File: config.mk
export PLATFORM = sky130hd
export DESIGN_NAME = bcd_updown_display
export DESIGN_NICKNAME = d
export VERILOG_FILES = /design/src/rtl/bcd_updown_display_pkg.sv /design/src/rtl/bcd_updown_display_debounce_edge.sv /design/src/rtl/bcd_updown_display.sv
export SDC_FILE = /design/constraint.sdc
export NUM_CORES = 1
export LEC_CHECK = 0
export BUFFER_PORTS_ARGS = -buffer_cell sky130_fd_sc_hd__buf_2
export CELL_PAD_IN_SITES_DETAIL_PLACEMENT = 0
export CELL_PAD_IN_SITES_GLOBAL_PLACEMENT = 1
export CORE_UTILIZATION = 35
export CTS_CLUSTER_DIAMETER = 200
export DETAILED_ROUTE_END_ITERATION = 10
export PLACE_DENSITY = 0.68
export REMOVE_ABC_BUFFERS = 1
export SYNTH_ARGS = -nofsm -noshare
export SYNTH_HDL_FRONTEND = slang
export SYNTH_SLANG_ARGS = --single-unit
export TNS_END_PERCENT = 100
File: constraint.sdc
create_clock -name sysclock -period 4.1 [get_ports sysclock]
set_input_delay 0.41 -clock sysclock [delete_from_list [all_inputs] [get_ports sysclock]]
set_output_delay 0.41 -clock sysclock [all_outputs]
set_load 0.05 [all_outputs]
File: src/rtl/bcd_updown_display_pkg.sv
// Shared constants for the BCD up/down display: digit width and the
// active-low 7-segment patterns, ordered {g,f,e,d,c,b,a}.
package bcd_updown_display_pkg;

   localparam int BCD_W = 4;

   localparam logic [6:0] SEG_0     = 7'b1000000;
   localparam logic [6:0] SEG_1     = 7'b1111001;
   localparam logic [6:0] SEG_2     = 7'b0100100;
   localparam logic [6:0] SEG_3     = 7'b0110000;
   localparam logic [6:0] SEG_4     = 7'b0011001;
   localparam logic [6:0] SEG_5     = 7'b0010010;
   localparam logic [6:0] SEG_6     = 7'b0000010;
   localparam logic [6:0] SEG_7     = 7'b1111000;
   localparam logic [6:0] SEG_8     = 7'b0000000;
   localparam logic [6:0] SEG_9     = 7'b0010000;
   localparam logic [6:0] SEG_BLANK = 7'b1111111;

   function automatic logic [6:0] seg7_encode(input logic [BCD_W-1:0] digit);
      logic [6:0] pattern;
      case (digit)
         4'd0:    pattern = SEG_0;
         4'd1:    pattern = SEG_1;
         4'd2:    pattern = SEG_2;
         4'd3:    pattern = SEG_3;
         4'd4:    pattern = SEG_4;
         4'd5:    pattern = SEG_5;
         4'd6:    pattern = SEG_6;
         4'd7:    pattern = SEG_7;
         4'd8:    pattern = SEG_8;
         4'd9:    pattern = SEG_9;
         default: pattern = SEG_BLANK;
      endcase
      return pattern;
   endfunction

endpackage

File: src/rtl/bcd_updown_display_debounce_edge.sv
// One button path: 2-flop synchronizer, saturating stability counter and
// rising-edge detect on the debounced level. step is a 1-cycle pulse.
module debounce_edge #(
   parameter int DEBOUNCE_CYCLES = 65535
) (
   input  logic sysclock,
   input  logic reset,
   input  logic raw,
   output logic step
);

   localparam int CNT_W = $clog2(DEBOUNCE_CYCLES + 1);
   localparam logic [CNT_W-1:0] CNT_MAX = CNT_W'(DEBOUNCE_CYCLES);

   logic             sync1_q, sync1_d;
   logic             sync2_q, sync2_d;
   logic             clean_prev_q, clean_prev_d;
   logic [CNT_W-1:0] cnt_q, cnt_d;
   logic             clean;

   always_comb begin
      sync1_d = raw;
      sync2_d = sync1_q;
      cnt_d   = '0;
      if (sync2_q) begin
         cnt_d = (cnt_q == CNT_MAX) ? cnt_q : cnt_q + CNT_W'(1);
      end
      // Gate with the synced input so a release drops clean without waiting for the counter.
      clean        = sync2_q && (cnt_q == CNT_MAX);
      clean_prev_d = clean;
      step         = clean & ~clean_prev_q;
   end

   always_ff @(posedge sysclock) begin
      if (reset) begin
         sync1_q      <= 1'b0;
         sync2_q      <= 1'b0;
         cnt_q        <= '0;
         clean_prev_q <= 1'b0;
      end else begin
         sync1_q      <= sync1_d;
         sync2_q      <= sync2_d;
         cnt_q        <= cnt_d;
         clean_prev_q <= clean_prev_d;
      end
   end

endmodule

File: src/rtl/bcd_updown_display.sv
// N-digit BCD up/down counter fed by two debounced buttons, with wrap or
// saturate at the limits and a multiplexed active-low 7-segment output.
module bcd_updown_display
   import bcd_updown_display_pkg::*;
#(
   parameter int NUM_DIGITS      = 4,
   parameter int DEBOUNCE_CYCLES = 65535,
   parameter int REFRESH_DIV     = 65536,
   parameter int BLANK_LEADING   = 0
) (
   input  logic                        sysclock,
   input  logic                        reset,
   input  logic                        btn_up,
   input  logic                        btn_down,
   input  logic                        mode_wrap,
   output logic [BCD_W*NUM_DIGITS-1:0] count_bcd,
   output logic                        overflow,
   output logic                        underflow,
   output logic [NUM_DIGITS-1:0]       anode,
   output logic [7:0]                  segs
);

   localparam int CW = BCD_W * NUM_DIGITS;
   localparam int IW = (NUM_DIGITS > 1) ? $clog2(NUM_DIGITS) : 1;
   localparam int RW = (REFRESH_DIV > 1) ? $clog2(REFRESH_DIV) : 1;
   localparam logic [IW-1:0] IDX_LAST = IW'(NUM_DIGITS - 1);
   localparam logic [RW-1:0] RF_LAST  = RW'(REFRESH_DIV - 1);

   logic step_up, step_down;

   debounce_edge #(.DEBOUNCE_CYCLES(DEBOUNCE_CYCLES)) u_db_up (
      .sysclock (sysclock),
      .reset    (reset),
      .raw      (btn_up),
      .step     (step_up)
   );

   debounce_edge #(.DEBOUNCE_CYCLES(DEBOUNCE_CYCLES)) u_db_down (
      .sysclock (sysclock),
      .reset    (reset),
      .raw      (btn_down),
      .step     (step_down)
   );

   logic [CW-1:0]         count_q, count_d, count_inc, count_dec;
   logic                  overflow_q, overflow_d, underflow_q, underflow_d;
   logic                  all9, all0;
   logic [RW-1:0]         refresh_q, refresh_d;
   logic [IW-1:0]         idx_q, idx_d;
   logic [NUM_DIGITS-1:0] blank;
   logic [BCD_W-1:0]      sel_digit;

   // Ripple carry/borrow: a digit moves only when every lower digit is at its limit.
   always_comb begin : ripple
      logic             cy, bw;
      logic [BCD_W-1:0] d;
      cy        = 1'b1;
      bw        = 1'b1;
      d         = '0;
      count_inc = count_q;
      count_dec = count_q;
      for (int i = 0; i < NUM_DIGITS; i++) begin
         d = count_q[BCD_W*i +: BCD_W];
         if (cy) count_inc[BCD_W*i +: BCD_W] = (d == 4'd9) ? 4'd0 : d + 4'd1;
         if (bw) count_dec[BCD_W*i +: BCD_W] = (d == 4'd0) ? 4'd9 : d - 4'd1;
         cy = cy & (d == 4'd9);
         bw = bw & (d == 4'd0);
      end
      all9 = cy;
      all0 = bw;
   end

   always_comb begin
      count_d     = count_q;
      overflow_d  = 1'b0;
      underflow_d = 1'b0;
      if (step_up && !step_down) begin
         overflow_d = all9;
         if (!all9 || mode_wrap) count_d = count_inc;
      end else if (step_down && !step_up) begin
         underflow_d = all0;
         if (!all0 || mode_wrap) count_d = count_dec;
      end
   end

   always_comb begin
      refresh_d = refresh_q + RW'(1);
      idx_d     = idx_q;
      if (refresh_q == RF_LAST) begin
         refresh_d = '0;
         idx_d     = (idx_q == IDX_LAST) ? '0 : idx_q + IW'(1);
      end
   end

   always_ff @(posedge sysclock) begin
      if (reset) begin
         count_q     <= '0;
         overflow_q  <= 1'b0;
         underflow_q <= 1'b0;
         refresh_q   <= '0;
         idx_q       <= '0;
      end else begin
         count_q     <= count_d;
         overflow_q  <= overflow_d;
         underflow_q <= underflow_d;
         refresh_q   <= refresh_d;
         idx_q       <= idx_d;
      end
   end

   // Blank a digit when it and everything above it is zero; digit 0 always shows.
   always_comb begin : blanking
      logic z;
      z     = 1'b1;
      blank = '0;
      for (int i = NUM_DIGITS - 1; i >= 0; i--) begin
         z        = z & (count_q[BCD_W*i +: BCD_W] == 4'd0);
         blank[i] = (BLANK_LEADING != 0) && (i != 0) && z;
      end
   end

   always_comb begin
      sel_digit    = count_q[idx_q*BCD_W +: BCD_W];
      anode        = '1;
      anode[idx_q] = 1'b0;
      segs         = {1'b1, blank[idx_q] ? SEG_BLANK : seg7_encode(sel_digit)};
   end

   assign count_bcd = count_q;
   assign overflow  = overflow_q;
   assign underflow = underflow_q;

endmodule

After elaboration in Yosys (flattened, before gate mapping)

Memory sizes are Yosys's and may differ from the RTL's.
Index checks and enable logic that the tools add are counted.

Add/sub/neg operators: 12
Order comparisons: 2
Equal/unequal tests: 12
Shifts and indexed selects: 1
Mux-type cells: 24
Bitwise logic cells: 15
Reductions and logical operators: 29

Operators with widths:

| kind                  | number |
|---|---|
| $mux 16               | 4 |
| $mux 4                | 14 |
| $add 16x1->16 const B | 3 |
| $eq 16x16->1 const B  | 3 |
| $add 4x1->4 const B   | 4 |
| $eq 4x4->1 const B    | 4 |
| $logic_not 4->1       | 4 |
| $shiftx 16x5->4       | 1 |
| $sub 4x1->4 const B   | 4 |
| $reduce_and 5->1      | 3 |
| $reduce_bool 2->1     | 5 |
| $and 1x1->1           | 8 |
| $reduce_or 2->1       | 4 |
| $mux 7                | 1 |
| $ne 2x2->1 const B    | 3 |
| $not 1->1             | 6 |
| $logic_and 1x1->1     | 5 |
| $logic_not 1->1       | 4 |
| $not 4->4             | 1 |
| $lt 2x3->1 const B    | 1 |
| $reduce_and 3->1      | 1 |
| $reduce_or 3->1       | 1 |
| $add 2x1->2 const B   | 1 |
| $bmux 1 s2            | 1 |
| 7 further kinds       | 9 |

Flip-flop bits (word level): 74
Bits in read-only memories: 112
Input bits: 5
Output and inout bits: 30
Logic and storage cells: 112
Memories: 1

Memory list:

| name             | words | width | read ports | clocked after memory_dff | wr ports | RTL line                     | text |
|---|---|---|---|---|---|---|---|
| (name not given) | 16    | 7     | 1          | 0                        | 0        | bcd_updown_display_pkg.sv:21 | `case (digit)` |

Longest topological paths before layout

Gate-level depths: netlist (run 1).

Depth in word-level cells: 9
Depth in mapped cells: 14
Gate-level depth less buffers: 11

Modules after synthesis

Synthesis (run 1) repeated with hierarchy kept, for this count alone.

Cell total of the unflattened synthesis: 523
Area, all modules: 4370.4 um^2

Modules (own cells, without submodules):

| module             | times used | cells each | area each (um^2) | seq. area each (um^2) |
|---|---|---|---|---|
| bcd_updown_display | 1          | 327        | 2603.7           | 720.7 |
| debounce_edge      | 2          | 98         | 883.3            | 380.4 |

Worst setup path before layout (run 1)

OpenSTA, ideal clock, no wires.

Kind: flip-flop to flip-flop
Start point: register u_db_down.cnt_q[0]
End point: register count_q[14] (netlist: count_bcd[14])
Setup time: 87 ps
Arrival time: 3742 ps
Required time: 4013 ps
Path slack: 271 ps
Cell stages (with the launch flop): 13
Path buffers: 1
Clock period less this slack: 3829 ps
Path through: dfxtp_1 ha_1 nand3_1 nor3_1 nand3_1 or3b_2 ha_1 clkbuf_1 nor4_1 or4b_4 a21o_1 or4_1 o31ai_1

Longest elaborated chain between the ends: 7
Elaborated cells between the ends (all ways): 13
Classes of those cells: 3 x eq/ne; 1 x mux; 1 x bitwise; 8 x reduce/logical

Ends and longest elaborated chain:

| element                                             | RTL line                               | text |
|---|---|---|
| start: declaration                                  | bcd_updown_display_debounce_edge.sv:18 | `logic [CNT_W-1:0] cnt_q, cnt_d;` |
| start signal: assignment                            | bcd_updown_display_debounce_edge.sv:43 | `cnt_q <= cnt_d;` |
| $eq 16x16->1 *                                      | bcd_updown_display_debounce_edge.sv:29 | `clean = sync2_q && (cnt_q == CNT_MAX);` |
| $logic_and 1x1->1 *                                 | bcd_updown_display_debounce_edge.sv:29 |  |
| $and 1x1->1 *                                       | bcd_updown_display_debounce_edge.sv:31 | `step = clean & ~clean_prev_q;` |
| $logic_not 1->1                                     | bcd_updown_display.sv:77               | `if (step_up && !step_down) begin` |
| $logic_and 1x1->1                                   | bcd_updown_display.sv:77               |  |
| $ne 2x2->1 (no source line) (tied with other cells) | --                                     |  |
| $reduce_and 5->1 (no source line)                   | --                                     |  |
| end signal: assignment                              | bcd_updown_display.sv:103              | `count_q <= count_d;` |
| end: declaration                                    | bcd_updown_display.sv:45               | `logic [CW-1:0] count_q, count_d, count_inc, count_dec;` |

Mark *: on every way between the ends. The rest lies on a longest branch, timed or not.
A chain may end at the register's enable or synchronous reset.

Final worst setup path (run 1)

Ends and elaborated chain as after synthesis.

==> flow_metrics.tcl, run 1 <==
set metrics [dict create \
    diodes 0 \
    cap_violations 0 \
    fin_crit_sh 0.907 \
    synth_area_leaders "dfxtp_1 35%, nor2_1 5.6%, xnor2_1 4.4%" \
    synth_top_area_cell "dfxtp_1" \
    drtAntennaViolNets 0 \
    required_ps 4350 \
    holdCritPathClass "in2reg" \
    rsz0062_at_grt "false" \
    cts_tree "yes" \
    worst_path_dominant_cell_family "simple AND/OR/NAND/NOR gates" \
    grt_max_degree 44 \
    dr.pass1.iters 4 \
    fin_crit_ps 3720 \
    core_area_um2 11500 \
    grt_pass1_vias 3383 \
    crit_type "reg2reg" \
    hold_buffers 0 \
    clk_path_buf_depth 2 \
    cp-start-kind "register" \
    wl_per_cell_um 13.9 \
    port-buffer-count 33 \
    drt_iter0_drc 208 \
    yosysWarnings 0 \
    powerDensity_nw_per_um2 317 \
    cts_max_level 3 \
    std_cell_rows 39 \
    syn_to_final_growth_pct 12.4 \
    start_util 0.363 \
    clockRootBuffer "clkbuf_16" \
    regArea_um2 1480 \
    layout.nets 551 \
    fmax_mhz 269 \
    p_total_w 0.00149 \
    dieArea_um2 12400 \
    place_area_um2 4430 \
    yosys.cell_types.count 63 \
    synth-seq-cells 74 \
    clk_latency_ps 340 \
    tns_ps 0 \
    arrival_ps 3970 \
    synth.top_cell.area_share 0.354 \
    setup_viol 0 \
    grt_use_total 0.161 \
    cp_cell_sequence "ha_1, nand3_1, nor3_1, nand3_1, or3b_2, ha_1, nor4_1, or4b_4, a21o_1, or4_1, o31ai_1" \
    antenna_found_initial 0 \
    seq_area_frac_synth 0.354 \
    finalHoldViolCount 0 \
    synthFlopType "dfxtp_1" \
    drc 0 \
    finClkSkew_ps 6.15 \
    slowest_stage "or4b_4" \
    synthMostInstantiatedCell "dfxtp_1" \
    status "finished, final reports clean" \
    critPathMaxFanout 7 \
    irDropWorstVdd_mv 0.176 \
    cts_setup_buffers 0 \
    path_buf_inv 0 \
    netlist_area_um2 4190 \
    synth.avg_cell_area_um2 8.13 \
    slew_violations 0 \
    max_stage_delay_ps 560 \
    maxSlewHeadroom 0.355 \
    async_flop_share 0 \
    synthCells 515 \
    cts_resized 0 \
    vias 3637 \
    tightestPinTransition_ps 959 \
    numClockSinks 74 \
    nFillCells 1200 \
    stdcell_area_um2 4700 \
    grt_pass1_wl_um 16100 \
    leakagePower_nw 1.76 \
    end_kind "register" \
    multi_input_area_um2 2480 \
    wl_um 9470 \
    layout-drive-gt1-share 0.134 \
    die_w_um 111 \
    gp_congestion 0.769 \
    overflow 0 \
    synthTopCellsByCount "74 x dfxtp_1, 62 x nor2_1, 29 x nand2_1" \
    cts_buffers 9 \
    ios 35 \
    die_h_um 111 \
    synth_edf_count 0 \
    hpwlAfterDp_um 6550 \
    clk_pin_slew_ps 60 \
    viasPerCell 5.35 \
]
## state kept, by name, summed over array words and instances, names as in the netlist
register	cells
overflow	1
u_db_down.sync2_q	1
u_db_down.sync1_q	1
refresh_q	16
u_db_up.cnt_q	16
count_bcd	16
idx_q	2
u_db_down.cnt_q	16
u_db_up.sync1_q	1
u_db_down.clean_prev_q	1
u_db_up.sync2_q	1
underflow	1
u_db_up.clean_prev_q	1
## path summary, 6_finish.rpt
kind	cells past startpoint	slack, ps	from	to
worst min-delay path	2	320	btn_up	u_db_up.sync1_q$_SDFF_PP0_
worst max-delay path	11	380	u_db_down.cnt_q[0]$_SDFFE_PP0P_	count_bcd[14]$_SDFFE_PP0P_
worst max register to register	11	380	u_db_down.cnt_q[0]$_SDFFE_PP0P_	count_bcd[14]$_SDFFE_PP0P_
worst min register to register	1	440	u_db_down.sync1_q$_SDFF_PP0_	u_db_down.sync2_q$_SDFF_PP0_
## report_power, final
part,total [W],internal [W],switching [W]
Sequential,0.000727,0.000724,0.00000343
Clock,0.000739,0.000413,0.000325
Combinational,0.0000239,0.00000683,0.0000171
## cells in the final DEF, fill, tap and decap left out, drive strengths merged, types with 2 or more instances in the layout
master	n
a21oi	27
or4	6
a21boi	3
a311oi	6
xor2	11
nand2	29
inv	28
buf	36
clkbuf	9
ha	14
nor4	6
mux2i	7
o211a	3
nand4b	2
a21o	4
mux4	4
nand4	10
or3	6
nand3b	3
and4	3
o2bb2ai	2
or2	5
dfxtp	74
mux2	3
o21ai	30
a211oi	6
o31ai	2
nor2b	9
o22ai	3
xnor2	21
a31oi	10
nor3	16
and3	15
a22oi	2
nor2	62
and2	7
nor4b	2
clkinv	4
nand3	28
## worst reg2reg max path, stage by stage (launching register included)
cell     delay (ps)
dfxtp_1         390
ha_1            210
nand3_1         230
nor3_1          290
nand3_1         130
or3b_2          490
ha_1            220
nor4_1          340
or4b_4          560
a21o_1          220
or4_1           470
o31ai_1          80
## layout make-up
class                           count  area share
Clock inverter                      7      0.0112
Inverter                           26      0.0208
Tap cell                          143      0.0380
Timing Repair Buffer               36      0.0399
Sequential cell                    74       0.315
Multi-Input combinational cell    385       0.527
Clock buffer                        9      0.0479
## per-layer routing
metal | track usage | routed length [um]
met5 | 0 | 0
met4 | 0.0676 | 192
met3 | 0.0446 | 321
met2 | 0.249 | 4200
met1 | 0.210 | 4750
## cell families after synthesis
kind of cell	share of synthesized area
AOI/OAI and AO/OA	0.171
xor gates and xnor gates	0.0670
adders and majority gates	0.0419
buffers and inverters	0.0535
DFF	0.354
muxes	0.0463
other	0.000896
and+or+nand+nor	0.265
## per-stage QoR
step | instances | utilization | worst slack (ps) | hold slack (ps)
finish | 680 | 0.408 | 380 | 320
detailed placement | 664 | 0.384 | 368 | 429
CTS | 680 | 0.408 | 349 | 310
global placement | 664 | 0.384 | 505 | 418
floorplan | 485 | - | -45.1 | 414
global route | 680 | 0.408 | 43.7 | 324
Note: power is estimated with default switching activity, not from simulation.
==> run 2, diff against run 1 <==
- CORE_UTILIZATION: 35 -> 41
- PLACE_DENSITY: 0.68 -> 0.78
==> run 2 against run 1 <==
Compared with the run above:
- global-route usage is 2.1 points higher
- fmax is 1.4% higher
- first-iteration DRC count is 55% lower
- die area is 14% lower
- sequential cell count stayed put
- clock skew is 6.7 ps higher
- worst hold slack worse by 40 ps
- clock-buffer cell count is 2 higher
- cell count is 1.3% lower
- sequential share of layout area is 0.71 points higher
- core utilization is 6.0 points higher
- critical endpoint unchanged
==> flow_metrics.tcl, run 2 (same netlist as run 1, synthesis figures left out) <==
set metrics [dict create \
    reg2reg_from "u_db_down.cnt_q[0]$_SDFFE_PP0P_" \
    clockRootBuffer "clkbuf_8" \
    hold_depth 2 \
    mostFrequentLayoutCells "74 x dfxtp_1, 62 x nor2_1, 33 x buf_2" \
    timing.rr.end "count_bcd[14]$_SDFFE_PP0P_" \
    dr.pass1.iters 5 \
    die_h_um 103 \
    fin_crit_sh 0.895 \
    fin_crit_ps 3670 \
    cts_max_level 3 \
    syn_to_final_growth_pct 9.90 \
    crit_type "reg2reg" \
    gp_congestion 0.778 \
    clk_path_buf_depth 2 \
    maxSlewHeadroom 0.456 \
    finalHoldViolCount 0 \
    cp_cell_sequence "ha_1, nand3_1, nor3_1, nand3_1, or3b_2, ha_1, nor4_1, buf_4, or4b_4, a21o_1, or4_1, o31ai_1" \
    grt_pass1_wl_um 15100 \
    slew_violations 0 \
    layout-drive-gt1-share 0.134 \
    r2r_cells 12 \
    drc 0 \
    cts_resized 0 \
    startpoint "u_db_down.cnt_q[0]$_SDFFE_PP0P_" \
    rsz0062_at_grt "false" \
    grt_max_degree 44 \
    cts_setup_buffers 0 \
    antenna_found_initial 0 \
    ios 35 \
    grt_pass1_vias 3180 \
    layout.nets 552 \
    status "finished, final reports clean" \
    end_kind "register" \
    cts_tree "yes" \
    hold_start "btn_down" \
    r2r_slack_ps 430 \
    hold_path_end "u_db_down.sync1_q$_SDFF_PP0_" \
    regArea_um2 1480 \
    std_cell_rows 36 \
    cts_buffers 9 \
    required_ps 4370 \
    diodes 0 \
    cap_violations 0 \
    slowest_stage "or4b_4" \
    clk_latency_ps 350 \
    wl_per_cell_um 13.6 \
    hpwlAfterDp_um 6200 \
    cp-start-kind "register" \
    leakagePower_nw 1.71 \
    utilization 0.468 \
    critPathMaxFanout 7 \
    grt_use_total 0.181 \
    viasPerCell 5.43 \
    core_area_um2 9820 \
    hold_buffers 0 \
    dieArea_um2 10600 \
    holdCritPathClass "in2reg" \
    setup_viol 0 \
    start_util 0.426 \
    multi_input_area_um2 2480 \
    tightestPinTransition_ps 808 \
    die_w_um 103 \
    finClkSkew_ps 12.9 \
    numClockSinks 74 \
    irDropWorstVdd_mv 0.136 \
    arrival_ps 3940 \
    vias 3641 \
    wl_um 9100 \
    final_common_cell "dfxtp_1" \
    drtAntennaViolNets 0 \
    max_stage_delay_ps 500 \
    clk_pin_slew_ps 90 \
    hold_ws_ps 281 \
    drt_iter0_drc 93 \
    fmax_mhz 272 \
    nFillCells 984 \
    powerDensity_nw_per_um2 278 \
    port-buffer-count 33 \
    tns_ps 0 \
    overflow 0 \
]
run 2: worst max-delay path: cells and delay by family, from the launching register on:
kind | cells | cell delay [ps]
simple gates | 7 | 2290
compound gates | 2 | 290
buf+inv | 1 | 160
fa+ha+maj | 2 | 440
flops | 1 | 400
run 2: how the worst max path moves through the flow:
stage / end / slack, ps / cells past startpoint
final: count_bcd[14]$_SDFFE_PP0P_ / 430 / 12
after global routing: count_bcd[15]$_SDFFE_PP0P_ / 80 / 12
after CTS: count_bcd[14]$_SDFFE_PP0P_ / 410 / 12
after detailed placement: count_bcd[14]$_SDFFE_PP0P_ / 450 / 12
after global placement: count_bcd[15]$_SDFFE_PP0P_ / 550 / 12
after floorplan: count_bcd[14]$_SDFFE_PP0P_ / -50 / 11
run 2: final cells by class:
cell class,count,share of cell area
Tap cell,133,0.0362
Timing Repair Buffer,37,0.0424
Inverter,26,0.0212
Multi-Input combinational cell,385,0.539
Clock buffer,11,0.0307
Sequential cell,74,0.322
Clock inverter,5,0.00816
run 2: stage by stage:
stage	total power, W	setup WS [ps]	instances	instance area [um2]
2_1_floorplan	0.000756	-45.1	485	4060
3_5_place_dp	0.000767	452	655	4420
5_1_grt	0.00133	75.1	671	4600
6_report	0.00128	430	671	4600
3_3_place_gp	0.000766	551	655	4420
4_1_cts	0.00130	414	671	4600
run 2: report_power, final:
group          internal, W  switching, W  leakage, nW  total [W]
Sequential        0.000723    0.00000325        0.597   0.000726
Clock             0.000239      0.000289       0.0859   0.000528
Combinational   0.00000686     0.0000166         1.03  0.0000235
Total             0.000968      0.000309         1.71    0.00128
run 2: per-layer routing:
| metal | track usage | wire (um) | vias up |
|---|---|---|---|
| li1 | - | - | 1878 |
| met1 | 0.247 | 4500 | 1690 |
| met2 | 0.284 | 4160 | 64 |
| met3 | 0.0380 | 355 | 9 |
| met4 | 0.0639 | 84 | 0 |
| met5 | 0 | 0 | - |
